## config.mk

```make
export PLATFORM = sky130hd
export DESIGN_NAME = mem_sequencer
export DESIGN_NICKNAME = d
export VERILOG_FILES = /design/src/rtl/mem_seq_pkg.sv /design/src/rtl/mem_sequencer_wait_timer.sv /design/src/rtl/mem_sequencer.sv
export SDC_FILE = /design/constraint.sdc
export NUM_CORES = 1
export LEC_CHECK = 0
export BUFFER_PORTS_ARGS = -buffer_cell sky130_fd_sc_hd__buf_2
export CORE_AREA = 2 2 102 104
export CTS_CLUSTER_DIAMETER = 60
export DETAILED_ROUTE_END_ITERATION = 10
export DIE_AREA = 0 0 104 106
export PLACE_DENSITY_LB_ADDON = 0.3
export SLEW_MARGIN = 0
export SYNTH_ARGS = -nofsm -noshare
export SYNTH_HDL_FRONTEND = slang
export SYNTH_SLANG_ARGS = --single-unit
export TNS_END_PERCENT = 5
```

## constraint.sdc

```tcl
create_clock -name clk -period 3.46 [get_ports clk]
set_input_delay 0.173 -clock clk [delete_from_list [all_inputs] [get_ports clk]]
set_output_delay 0.173 -clock clk [all_outputs]
set_load 0.1 [all_outputs]
```

## src/rtl/mem_seq_pkg.sv

```systemverilog
// rtl/mem_seq_pkg.sv - shared state encoding and constants for mem_sequencer
//
// Purpose : sequencer state type and the default bus timeout.
// Contents: state_t  - FETCH/EXEC/DATA/WB encoding
//           TIMEOUT_DEFAULT - default bus wait limit in cycles
package mem_seq_pkg;

   typedef enum logic [1:0] {
      ST_FETCH = 2'd0,
      ST_EXEC  = 2'd1,
      ST_DATA  = 2'd2,
      ST_WB    = 2'd3
   } state_t;

   localparam int TIMEOUT_DEFAULT = 255;

endpackage

```

## src/rtl/mem_sequencer_wait_timer.sv

```systemverilog
// rtl/mem_sequencer_wait_timer.sv - bus wait-state counter with expiry detect
//
// Purpose : counts bus request cycles without ack; flags the cycle in which
//           the count would reach the limit.
// Ports   : clk, rst       - clock, async active-high reset
//           i_clear        - zero the counter (highest priority)
//           i_count        - increment the counter this cycle
//           i_limit [TW]   - number of counted cycles allowed
//           o_expired      - high in the counting cycle that reaches i_limit
module wait_timer #(
   parameter int TW = 8
) (
   input  logic          clk,
   input  logic          rst,
   input  logic          i_clear,
   input  logic          i_count,
   input  logic [TW-1:0] i_limit,
   output logic          o_expired
);

   logic [TW-1:0] r_count;
   logic          w_last;

   // The current cycle is the limit-th counted cycle when the count already
   // holds limit-1; abort happens on that edge rather than one cycle later.
   assign w_last    = (r_count == (i_limit - TW'(1)));
   assign o_expired = i_count && w_last;

   always_ff @(posedge clk or posedge rst) begin
      if (rst) begin
         r_count <= '0;
      end else if (i_clear) begin
         r_count <= '0;
      end else if (i_count) begin
         r_count <= r_count + TW'(1);
      end
   end

endmodule

```

## src/rtl/mem_sequencer.sv

```systemverilog
// rtl/mem_sequencer.sv - multicycle fetch/load/store sequencer on a shared bus
//
// Purpose : sequences instruction fetch and data access onto one memory bus,
//           stalls the PC, latches instr/readdata and emits a commit strobe.
// Ports   : clk, reset                        - clock, async active-high reset
//           pc                                - fetch address
//           dmem_req, dmem_we                 - data access request / store
//           dmem_addr, dmem_wdata             - data address / store data
//           instr, readdata                   - latched fetch / load data
//           pc_stall, commit                  - PC hold, retire strobe
//           bus_req, bus_we, bus_addr,
//           bus_wdata, bus_rdata, bus_ack     - memory bus master side
//           bus_err                           - sticky timeout flag
module mem_sequencer
   import mem_seq_pkg::*;
#(
   parameter int dwidth  = 32,
   parameter int TIMEOUT = TIMEOUT_DEFAULT,
   parameter int TW      = 8
) (
   input  logic              clk,
   input  logic              reset,
   input  logic [dwidth-1:0] pc,
   input  logic              dmem_req,
   input  logic              dmem_we,
   input  logic [dwidth-1:0] dmem_addr,
   input  logic [dwidth-1:0] dmem_wdata,
   output logic [dwidth-1:0] instr,
   output logic [dwidth-1:0] readdata,
   output logic              pc_stall,
   output logic              commit,
   output logic              bus_req,
   output logic              bus_we,
   output logic [dwidth-1:0] bus_addr,
   output logic [dwidth-1:0] bus_wdata,
   input  logic [dwidth-1:0] bus_rdata,
   input  logic              bus_ack,
   output logic              bus_err
);

   state_t            r_state;
   logic [dwidth-1:0] r_instr;
   logic [dwidth-1:0] r_readdata;
   logic              r_err;

   logic              w_in_req;
   logic              w_ack;
   logic              w_expired;

   assign w_in_req = (r_state == ST_FETCH) || (r_state == ST_DATA);
   // Reset gates the request combinationally so it drops in the reset cycle.
   assign bus_req  = w_in_req && !reset;
   // An ack outside a request state is a stray and is ignored.
   assign w_ack    = bus_ack && w_in_req;

   assign commit    = ((r_state == ST_EXEC) && !dmem_req) || (r_state == ST_WB);
   assign pc_stall  = !commit;
   assign bus_we    = (r_state == ST_DATA) && dmem_we;
   assign bus_addr  = (r_state == ST_DATA) ? dmem_addr : pc;
   assign bus_wdata = dmem_wdata;

   assign instr    = r_instr;
   assign readdata = r_readdata;
   assign bus_err  = r_err;

   // Counter is idle (cleared) in EXEC/WB, so it enters FETCH/DATA at zero.
   wait_timer #(
      .TW (TW)
   ) u_wait_timer (
      .clk       (clk),
      .rst       (reset),
      .i_clear   (!w_in_req || w_ack || w_expired),
      .i_count   (w_in_req && !bus_ack),
      .i_limit   (TW'(TIMEOUT)),
      .o_expired (w_expired)
   );

   always_ff @(posedge clk or posedge reset) begin
      if (reset) begin
         r_state    <= ST_FETCH;
         r_instr    <= '0;
         r_readdata <= '0;
         r_err      <= 1'b0;
      end else begin
         case (r_state)
            ST_FETCH: begin
               if (w_ack) begin
                  r_instr <= bus_rdata;
                  r_state <= ST_EXEC;
               end else if (w_expired) begin
                  // Aborted fetch executes as a NOP.
                  r_instr <= '0;
                  r_err   <= 1'b1;
                  r_state <= ST_EXEC;
               end
            end
            ST_EXEC: begin
               r_state <= dmem_req ? ST_DATA : ST_FETCH;
            end
            ST_DATA: begin
               if (w_ack) begin
                  if (!dmem_we) r_readdata <= bus_rdata;
                  r_state <= ST_WB;
               end else if (w_expired) begin
                  if (!dmem_we) r_readdata <= '0;
                  r_err   <= 1'b1;
                  r_state <= ST_WB;
               end
            end
            ST_WB: begin
               r_state <= ST_FETCH;
            end
            default: r_state <= ST_FETCH;
         endcase
      end
   end

endmodule

```

### Yosys cells after proc, flatten, opt, wreduce, memory -nomap -nowiden

Index checks and enable logic that the tools add are counted.

| storage, ports and cells | value |
|---|---|
| register bits after elaboration | 75 |
| output and inout port bits | 133 |
| bits of input ports | 133 |

| operators by class | value |
|---|---|
| equal/unequal tests | 8 |
| mux-type cells | 15 |
| reduce and logical (&&, ||, !) cells | 23 |
| bitwise gates (word level) | 1 |
| $add $sub $neg | 1 |

Operator list:

| operator | number |
|---|---|
| $mux W32 | 7 |
| $mux W8 | 2 |
| $mux W2 | 5 |
| $add A8 B1 Y8 const B | 1 |
| $eq A8 B8 Y1 const B | 1 |
| $pmux W2 S4 | 1 |
| $logic_and A1 B1 Y1 | 6 |
| $ne A3 B3 Y1 const B | 2 |
| $logic_not A1 Y1 | 5 |
| $eq A2 B2 Y1 const B | 2 |
| $logic_or A1 B1 Y1 | 4 |
| $ne A2 B2 Y1 const B | 2 |
| $reduce_and A2 Y1 | 2 |
| $reduce_and A4 Y1 | 1 |
| $reduce_bool A2 Y1 | 2 |
| $reduce_and A3 Y1 | 1 |
| $eq A2 B1 Y1 const B | 1 |
| $logic_not A2 Y1 | 1 |
| $reduce_or A2 Y1 | 1 |
| $not A1 Y1 | 1 |

### Depth between registers and ports, before layout

Gate-level depths: netlist of run 1.

| depth | value |
|---|---|
| word-level depth | 7 |
| mapped depth | 7 |

### Hierarchy

From an unflattened synthesis of run 1, not the netlist that was laid out.

| unflattened totals | value |
|---|---|
| cells, all modules | 304 |
| area, all modules | 3704.8 µm² |

By module, submodules not included:

| module | cells each | area an instance (µm²) | times used | sequential area each (µm²) |
|---|---|---|---|---|
| mem_sequencer | 234 | 3079.2 | 1 | 1676.6 |
| wait_timer | 70 | 625.6 | 1 | 200.2 |

### Worst setup path after synthesis of run 1

OpenSTA, ideal clock, no wires.

| timing | value |
|---|---|
| path type | register -> output |
| start point | register with a tool-made name |
| end point | output port pc_stall |
| arrival time | 1.935 ns |
| data required time | 3.287 ns |
| path buffers | 0 |
| path slack | 1.352 ns |
| stages on the path, launching flop included | 4 |
| cell sequence | dfrtp_1 > nand2b_1 > and2_1 > inv_1 |

RTL lines:

| element | RTL line | text |
|---|---|---|
| to (decl) | mem_sequencer.sv:30 | `output logic pc_stall,` |

### Final worst setup path of run 1

| timing | value |
|---|---|
| start point | register r_state[0] |
| end point | output port bus_addr[19] |

| on the way | value |
|---|---|
| word-level cells in the longest chain between the ends | 2 |

RTL lines:

| element | RTL line | text |
|---|---|---|
| from (decl) | mem_sequencer.sv:41 | `state_t r_state;` |
| from (signal assigned) | mem_sequencer.sv:98 | `r_state <= dmem_req ? ST_DATA : ST_FETCH;` |
| $eq A2 B2 Y1 | mem_sequencer.sv:59 | `assign bus_addr = (r_state == ST_DATA) ? dmem_addr : pc;` |
| $mux W32 | mem_sequencer.sv:59 |  |
| to (decl) | mem_sequencer.sv:34 | `output logic [dwidth-1:0] bus_addr,` |

Every way passes these cells.

==> results.md, run 1 <==
* Syn Area/Cell at 9.87 um2
* Tmin final at 2220 ps
* Share of layout cells above drive strength 1 at 46.0%
* DRT Pass-1 Iters at 4
* Routed length per placed instance at 16.3 um
* Pwr/cell area at 810 nW/um2
* Non-Filler Instances at 705
* Critical Path Start Type: flop
* Slew Limit Fails at 0
* Clock sinks at 75
* H-tree Lvls at 3
* Status: completed
* Number of cell rows at 37
* Synth cell types at 35
* Clock Pin Slew Worst Setup and Hold Paths at 80 ps
* Worst reg2reg endpoint: instr[31]$_DFFE_PP0P_
* Cell Int Power at 0.00182 W
* Pin count of the biggest net entering global routing at 49
* Die Span X at 104 um
* Most common cell after layout, fill and taps aside: buf_2
* Mapped Area at 4000 um2
* Place WS at 1320 ps
* Worst Hold Class: in2async
* Core Area at 10000 um2
* Setup TNS at 0 ps
* DP Cell Count at 689
* Register area at 1880 um2
* Routed Wire Length at 11500 um
* Delay of the slowest cell on the worst path at 480 ps
* Worst flop-to-flop path startpoint: r_state[0]$_DFFE_PP0P_
* RSZ-0062 raised after global routing: false
* Cell family with most CP delay: buffers and inverters
* Grt total ovfl at 0
* Switching part of the total at 55.6%
* Post-cts gate resize count at 0
* Initial Util at 40.0%
* Overall power at 0.00410 W
* Setup crit start: r_state[0]$_DFFE_PP0P_
* LEAKAGE at 2.66 nW
* # setup viols final at 0
* Clk_lat worst skew at 350 ps
* Clock Skew at 19.0 ps
* CP Class: reg2out
* Flop pwr share at 28.4%
* CTS Hold Buffers Added at 0
* First-pass GRT wire length at 17900 um
* Max frequency at 450 MHz
* Yosys warning count at 0
* CP Cell Sequence: nor2b_2, buf_4, mux2_2, buf_2
* Crit share post-route at 64.2%
* Antenna viol nets, final at 0
* Via count at 3519
* Final estimated routing congestion in global placement at 0.812
* Synth Register Bits at 75
* Footprint of the multi-input gates at 1480 um2
* Post-synthesis async set-or-reset flop share at 100%
* MaxCap Viol Count at 0
* Setup crit end kind: output pin
* Fin. Hold Viols at 0
* Fillcell total at 978
* Clk pwr share at 18.1%
* DR DRC count at 0
* Comb pwr share at 53.5%
* Crit-path slowest cell: dfrtp_1
* Die H at 106 um
* Vias in the first global route at 3348
* Num CTS Buffers at 9
* Total Die Area at 11000 um2
* Initial antenna violation count at 3
* CP required at 3290 ps
* Top-level port count at 266
* Post-Syn Nets at 540
* First DRT Iteration DRCs at 236
* Psw at 0.00228 W
* Seq/Total Area, Yosys at 47.0%
* Post-synth EDFFs at 0
* Buffers plus inverters on the worst setup path at 2
* Slew HR at 17.6%
* Tot GR Track Use at 20.4%
* CP max FO at 34
* CP arrival at 2050 ps
* Synth Flop Type: dfrtp_1
* Post-DP HPWL at 8330 um
* Clock root cell: clkbuf_8
* Clock tree buffer depth at 2
* CTS tree: yes
* Final setup margin at 1240 ps
* Worst r2r path cells at 4
* IO buf count at 201
* Most frequent cells in the layout: buf_2, dfrtp_1, inv_1, a22oi_1, o21ai_1
* R2r setup slk at 1370 ps
* Synthesized instance count at 405
* Vias per Instance at 4.99
* Hold WS at 10.9 ps
* Setup bufs post-CTS at 0
* Nets at 699
* Worst-margin pin slew at 1240 ps
* Area Growth Syn to Fin at 26.7%
* Max VDD drop at 0.384 mV
## layer usage
metal	global-route usage, %	part of all wire (%)	wire (um)
met4	4.05	0.20	23
met3	8.34	9.5	1090
met2	30.2	45	5140
met1	28.4	45	5220
met5	0	0.096	11
## worst max-delay path by stage
| stage | to | slack (ps) | cells past startpoint |
|---|---|---|---|
| floorplan | pc_stall | 1350 | 3 |
| global placement | instr[14]$_DFFE_PP0P_ | 1380 | 4 |
| detailed placement | instr[31]$_DFFE_PP0P_ | 1320 | 4 |
| CTS | bus_addr[19] | 1220 | 4 |
| global route | bus_addr[19] | 1140 | 4 |
| finish | bus_addr[19] | 1240 | 4 |
## cell families (layout without fill, tap and decap cells)
family                   after synthesis  in the layout  share of synthesized area [%]
AND/OR/NAND/NOR                       26             26                           4.07
buffers and inverters                128            291                           16.8
flip-flops                            75             75                           47.0
AO/OA/AOI/OAI                        139            139                           21.9
multiplexers                          32             32                           9.02
adder cells (fa/ha/maj)                2              2                          0.626
XOR/XNOR                               3              3                          0.658
other                                  0              1                              0
## cells in the mapped netlist, types with 2 or more instances
cell type | instances | area [um2]
inv_1 | 70 | 263
o21ai_0 | 16 | 80.1
buf_6 | 5 | 56.3
nor3_1 | 5 | 25.0
o21ai_1 | 50 | 250
dfrtp_1 | 75 | 1880
a21oi_1 | 4 | 20.0
buf_4 | 36 | 270
ha_1 | 2 | 25.0
xor2_1 | 2 | 17.5
nand2_1 | 3 | 11.3
buf_2 | 14 | 70.1
and2_1 | 3 | 18.8
a22oi_1 | 64 | 480
nand3_1 | 3 | 15.0
mux2_2 | 32 | 360
clkbuf_1 | 3 | 11.3
## power groups by stage
stage               Clock, W  Combinational, W  Sequential (W)
floorplan                  0          0.000915         0.00228
global placement           0           0.00218         0.00117
detailed placement         0           0.00220         0.00118
CTS                 0.000764           0.00220         0.00116
global route        0.000794           0.00229         0.00119
finish              0.000743           0.00219         0.00116
## sequential cells by signal (all words and copies together) (netlist names), named ones only
signal                count
bus_err                   1
instr                    32
r_state                   1
readdata                 32
u_wait_timer.r_count      8
## through the flow
stage / utilization [%] / instance area [um2]
2_1_floorplan: - / 4000
3_3_place_gp: 48.5 / 4850
3_5_place_dp: 48.5 / 4850
4_1_cts: 50.6 / 5060
5_1_grt: 50.6 / 5060
6_report: 50.6 / 5060
## area by class of cell
| type | count | area share (%) |
|---|---|---|
| sequential | 75 | 37.1 |
| multi-input combinational | 202 | 29.2 |
| timing repair buffer | 206 | 20.9 |
| inverter | 70 | 5.19 |
| tap | 136 | 3.36 |
| clock buffer | 10 | 2.52 |
| clock inverter | 5 | 1.71 |
| antenna | 1 | 0.0494 |
(Power assumes the default switching activity.)
==> run 2, diff against run 1 <==
CORE_AREA = 2 2 104 106   (was 2 2 102 104)
DIE_AREA = 0 0 106 108   (was 0 0 104 106)
clock period = 2.2 ns   (was 3.46 ns; I/O delays follow)
==> run 2 against run 1 <==
Compared with the run above: combinational power grew 65%; power grew 64%; flip-flop and latch count is the same; sequential power grew 58%; first-iteration DRC count is the same; via count grew 1.3%.
==> results.md, run 2 (synthesis gave the netlist of run 1 again) <==
* Die H at 108 um (+1.9%)
* Clock sinks at 75 (unchanged)
* Crit-path slowest cell: dfrtp_1
* Initial Util at 39.1% (-0.90 points)
* Clk_lat worst skew at 340 ps (about the same)
* Clock root cell: clkbuf_8
* Clock tree buffer depth at 2 (unchanged)
* # diodes at 0 (-1)
* Final instance area at 5430 um2 (+7.3%)
* First DRT Iteration DRCs at 236 (unchanged)
* Share of layout cells above drive strength 1 at 45.9% (about the same)
* Setup crit end kind: output pin
* Delay of the slowest cell on the worst path at 490 ps (about the same)
* Vias per Instance at 5.00 (+0.11%)
* Critical Path Start Type: flop
* Routed Wire Length at 11500 um (+0.57%)
* Total Die Area at 11400 um2 (+3.8%)
* Antenna viol nets, final at 0 (unchanged)
* Buffers plus inverters on the worst setup path at 2 (unchanged)
* Post-DP HPWL at 8480 um (+1.8%)
* Cell family with most CP delay: buffers and inverters
* Fin. Hold Viols at 0 (unchanged)
* CP arrival at 1910 ps (-140 ps)
* CP required at 2090 ps (-1200 ps)
* Core Area at 10200 um2 (+2.3%)
* CP Class: reg2out
* Tot GR Track Use at 19.8% (-0.68 points)
* Clock Skew at 11.1 ps (-7.89 ps)
* CP max FO at 34 (unchanged)
* Initial antenna violation count at 1 (-2)
* Area Growth Syn to Fin at 35.9%
* Via count at 3563 (+1.3%)
* CTS tree: yes
* Setup bufs post-CTS at 0 (unchanged)
* Max VDD drop at 0.733 mV (+91%)
* Hold WS at 19.8 ps (+8.89 ps)
* Final setup margin at 176 ps (-1060 ps)
* Overall power at 0.00671 W (+64%)
* Slew HR at 51.1% (+33 points)
* CP Cell Sequence: nor2b_2, buf_12, mux2_2, buf_2
* Most common cell after layout, fill and taps aside: buf_2
* Setup TNS at 0 ps (unchanged)
* Worst r2r path cells at 6 (+2)
* Status: completed
* Worst hold stages at 3
* Grt total ovfl at 0 (unchanged)
* RSZ-0062 raised after global routing: false
* Final estimated routing congestion in global placement at 0.748 (-7.9%)
* IO buf count at 201 (unchanged)
* Clock Pin Slew Worst Setup and Hold Paths at 80 ps (about the same)
* Worst-margin pin slew at 733 ps (-502 ps)
* Cell count along the critical path at 4 (unchanged)
* Place WS at 532 ps (-787 ps)
* Vias in the first global route at 3383 (+1.0%)
* Placed inst area at 5140 um2 (+6.0%)
* Pwr/cell area at 1230 nW/um2 (+52%)
* H-tree Lvls at 3 (unchanged)
* Slew Limit Fails at 0 (unchanged)
* Die Span X at 106 um (+1.9%)
* DRT Pass-1 Iters at 4 (unchanged)
* Crit share post-route at 92.0%
* Top-level port count at 266 (unchanged)
* Pin count of the biggest net entering global routing at 44 (-10%)
* Num CTS Buffers at 9 (unchanged)
* Routed length per placed instance at 16.2 um (-0.56%)
* Max frequency at 494 MHz
* Most frequent cells in the layout: buf_2, dfrtp_1, inv_1, a22oi_1, o21ai_1
* Worst Hold Class: in2reg
* DR DRC count at 0 (unchanged)
* Tmin final at 2020 ps
* # setup viols final at 0 (unchanged)
* Nets at 708 (+1.3%)
* First-pass GRT wire length at 17800 um (-0.42%)
* CTS Hold Buffers Added at 6 (+6)
* MaxCap Viol Count at 0 (unchanged)
* Number of cell rows at 37 (unchanged)
* LEAKAGE at 2.80 nW (+5.5%)
* Post-cts gate resize count at 0 (unchanged)
==> run 2: changes by cell type in the layout (fill, tap and decap cells not counted), sizes merged <==
cell	previous run	this run
dlygate4sd3	0	6
diode	1	0
clkbuf	10	9
clkinv	1	2
bufinv	2	3
inv	72	71
buf	206	209
==> run 2: worst reg2reg max path, cell delays in order (launching register included) <==
cell	delay, ps
dfrtp_1	440
inv_1	80
ha_1	180
nand2_1	120
o31ai_4	190
buf_4	380
o21ai_0	150
==> run 2: layout make-up <==
class,instances,area (um2)
clock inverter,6,113
multi-input combinational,202,1480
inverter,70,263
timing repair buffer,215,1410
sequential,75,1880
clock buffer,9,124
fill,918,4800
tap,136,170
==> run 2: report_power, final <==
part | switching [W] | total (W) | internal [W]
Sequential | 0.000203 | 0.00183 | 0.00163
Clock | 0.000517 | 0.00127 | 0.000752
Combinational | 0.00289 | 0.00361 | 0.000722
==> run 2: path summary, 6_finish.rpt <==
path | start | slack [ps] | endpoint
max | r_state[0]$_DFFE_PP0P_ | 180 | bus_addr[0]
min | bus_rdata[15] | 20 | instr[15]$_DFFE_PP0P_
max reg2reg | u_wait_timer.r_count[0]$_DFFE_PP0P_ | 530 | instr[9]$_DFFE_PP0P_
min reg2reg | bus_err$_DFFE_PP0P_ | 490 | bus_err$_DFFE_PP0P_
max in group asynchronous | reset | 1040 | instr[13]$_DFFE_PP0P_
min in group asynchronous | reset | 480 | readdata[4]$_DFFE_PP0P_
==> run 2: stage by stage <==
stage | std cells | utilization [%]
finish | 713 | 53.1
floorplan | 405 | -
CTS | 713 | 53.1
detailed placement | 692 | 50.2
global placement | 692 | 50.2
global route | 713 | 53.1
==> run 2: per-layer routing <==
layer | track usage (%) | vias to the layer above | wire length [um]
li1 | - | 1705 | -
met1 | 27.4 | 1681 | 5190
met2 | 30.6 | 161 | 5350
met4 | 4.14 | 2 | 88
met3 | 6.21 | 14 | 898
met5 | 0 | - | 13
==> run 3, diff against run 2 <==
ABC_AREA = 1   (was not set)
CORE_AREA = not set   (was 2 2 104 106)
CORE_MARGIN = 2   (was not set)
CORE_UTILIZATION = 43   (was not set)
DIE_AREA = not set   (was 0 0 106 108)
SYNTH_HIERARCHICAL = 1   (was not set)
==> run 3 against run 2 <==
Compared with the run above: utilization up 3.8 points; critical path type unchanged; cell area up 0.90%; clock skew down 0.90 ps; highest routed layer is now met4.
==> results.md, run 3 <==
* CP Class: reg2out
* Vias in the first global route at 3977 (+18%)
* Total Die Area at 10600 um2 (-7.0%)
* Pin count of the biggest net entering global routing at 41 (-6.8%)
* Final estimated routing congestion in global placement at 0.917 (+23%)
* GR Util met1 at 29.2% (+1.8 points)
* Clock sinks at 75 (unchanged)
* Leading area contributor after synthesis: dfrtp_1
* H-tree Lvls at 3 (unchanged)
* Register area at 1880 um2 (+0.13%)
* CP max FO at 35 (+2.9%)
* Met2 usage at 36.7% (+6.0 points)
* Clock root cell: clkbuf_8
* Yosys warning count at 6 (+6)
* Post-DP HPWL at 9390 um (+11%)
* Clk_lat worst skew at 340 ps (about the same)
* Max frequency at 490 MHz (-0.75%)
* Initial antenna violation count at 1 (unchanged)
* CP arrival at 1930 ps (+20 ps)
* First DRT Iteration DRCs at 148 (-37%)
* Setup crit end kind: output pin
* Status: completed
* Grt total ovfl at 0 (unchanged)
* MaxCap Viol Count at 0 (unchanged)
* Seq/Total Area, Yosys at 44.4% (-2.6 points)
* First-pass GRT wire length at 19000 um (+6.3%)
* Footprint of the multi-input gates at 1890 um2 (+27%)
* Most Crowded Layer GR: met2
* Vias per Instance at 4.57 (-8.6%)
* Worst Hold Class: in2reg
* Syn Area/Cell at 6.93 um2 (-30%)
* IO buf count at 201 (unchanged)
* R2r setup slk at 210 ps (-320 ps)
* Antenna viol nets, final at 0 (unchanged)
* Routed Wire Length at 12300 um (+6.7%)
* DRT Pass-1 Iters at 4 (unchanged)
* Num CTS Buffers at 9 (unchanged)
* Tot GR Track Use at 22.8% (+3.1 points)
* Post-synthesis async set-or-reset flop share at 100% (unchanged)
* Mapped Area at 4230 um2 (+5.8%)
* Post-synth EDFFs at 0 (unchanged)
* Synth top cells by count: nand2_1, dfrtp_1, inv_1
* Top post-synthesis cells by area: dfrtp_1, nand2_1, buf_4, nand3_1, inv_1
* Number of cell rows at 36 (-2.7%)
* Clock tree buffer depth at 2 (unchanged)
* Top-level port count at 266 (unchanged)
* Slew Limit Fails at 0 (unchanged)
* RSZ-0062 raised after global routing: true
* Area Growth Syn to Fin at 29.7%
* Die H at 103 um (-4.5%)
* Most frequent cells in the layout: nand2_1, buf_2, dfrtp_1, inv_1, nor2_1
* Synth Register Bits at 75 (unchanged)
* Slew HR at 65.8% (+15 points)
* Fillcell total at 970 (+5.7%)
* Share of layout cells above drive strength 1 at 30.3% (-16 points)
* Top cell type's share of synthesized area at 44.4% (-2.6 points)
* Crit share post-route at 92.7% (+0.69 points)
* Core Area at 9640 um2 (-5.8%)
* Critical Path Start Type: flop
* Setup bufs post-CTS at 0 (unchanged)
* CP required at 2090 ps (about the same)
* Tmin final at 2040 ps (+15.2 ps)
* Met3 Use GR at 6.10% (-0.11 points)
* # setup viols final at 0 (unchanged)
* Clock Pin Slew Worst Setup and Hold Paths at 70 ps (about the same)
* Synth Flop Type: dfrtp_1
* Nets at 940 (+33%)
* Initial Util at 43.9% (+4.8 points)
* CTS tree: yes
* Most numerous cell in the Yosys netlist: nand2_1
* Via count at 4309 (+21%)
* Most common cell after layout, fill and taps aside: nand2_1
* Clock Skew at 10.2 ps (-0.901 ps)
* DR DRC count at 0 (unchanged)
* Setup TNS at 0 ps (unchanged)
* Die Span X at 103 um (-2.7%)
* Fin. Hold Viols at 0 (unchanged)
* Worst-margin pin slew at 516 ps (-217 ps)
* Synth cell types at 29 (-17%)
* Synthesized instance count at 610 (+51%)
* Routed length per placed instance at 13.1 um (-19%)
## run 3: what timing repair did
item	CTS	global route
endpoints found under the hold margin	75	0
hold buffers	1	0
endpoints found under the setup margin	0	10
resized for setup	0	4
## run 3: cell type report
type                    instances  share of cell area (%)
repair buffers                213                    20.7
well taps                     133                    3.04
inverters                      56                    3.88
multi-input cells             450                    34.4
flip-flops and latches         75                    34.3
clock buffers                  11                    2.76
diodes                          1                  0.0457
clock inverters                 4                   0.913
## run 3: logic make-up after synthesis
group / count (synthesis) / synth area share [%]
flip-flops: 75 / 44.4
AO/OA/AOI/OAI: 15 / 1.92
AND/OR/NAND/NOR: 399 / 38.2
buffers and inverters: 113 / 13.8
XOR/XNOR: 5 / 1.04
adder cells (fa/ha/maj): 2 / 0.592
other: 1 / 0.0887
## run 3: worst max-delay path, cell delays in order (launching register included)
cell,delay (ps)
dfrtp_2,450
inv_4,300
nand2_4,300
nand2_1,130
nand2_1,100
clkbuf_4,300
## run 3: worst paths after layout
kind,cells after the start,from,end
setup / recovery,5,r_state[0]$_DFFE_PP0P_,bus_addr[31]
hold / removal,3,dmem_req,flop
setup reg to reg,14,r_state[0]$_DFFE_PP0P_,u_wait_timer/r_count[6]$_DFFE_PP0P_
hold reg to reg,2,instr[2]$_DFFE_PP0P_,instr[2]$_DFFE_PP0P_
max in group asynchronous,4,reset,r_state[0]$_DFFE_PP0P_
min in group asynchronous,3,reset,u_wait_timer/r_count[1]$_DFFE_PP0P_
## run 3: per-layer routing
| layer | vias up | share of wire (%) |
|---|---|---|
| met1 | 1908 | 41 |
| met2 | 206 | 48 |
| met5 | - | 0 |
| met3 | 23 | 8.5 |
| li1 | 2172 | - |
| met4 | 0 | 2.3 |
## run 3: stage by stage
stage / hold slack (ps) / setup slack [ps] / util (%) / instance area, um2 / cells
2_1_floorplan: -74.3 / -31.0 / - / 4340 / 638
3_3_place_gp: 116 / 300 / 54.6 / 5260 / 926
3_5_place_dp: 119 / 242 / 54.6 / 5260 / 926
4_1_cts: 54.2 / 104 / 56.8 / 5470 / 942
5_1_grt: 65.1 / -1.68 / 56.9 / 5480 / 943
6_report: 65.0 / 160 / 56.9 / 5480 / 943
Power of run 3 is not shown: default switching activity piles up to over one toggle a cycle in this logic, so the estimate is an artifact.
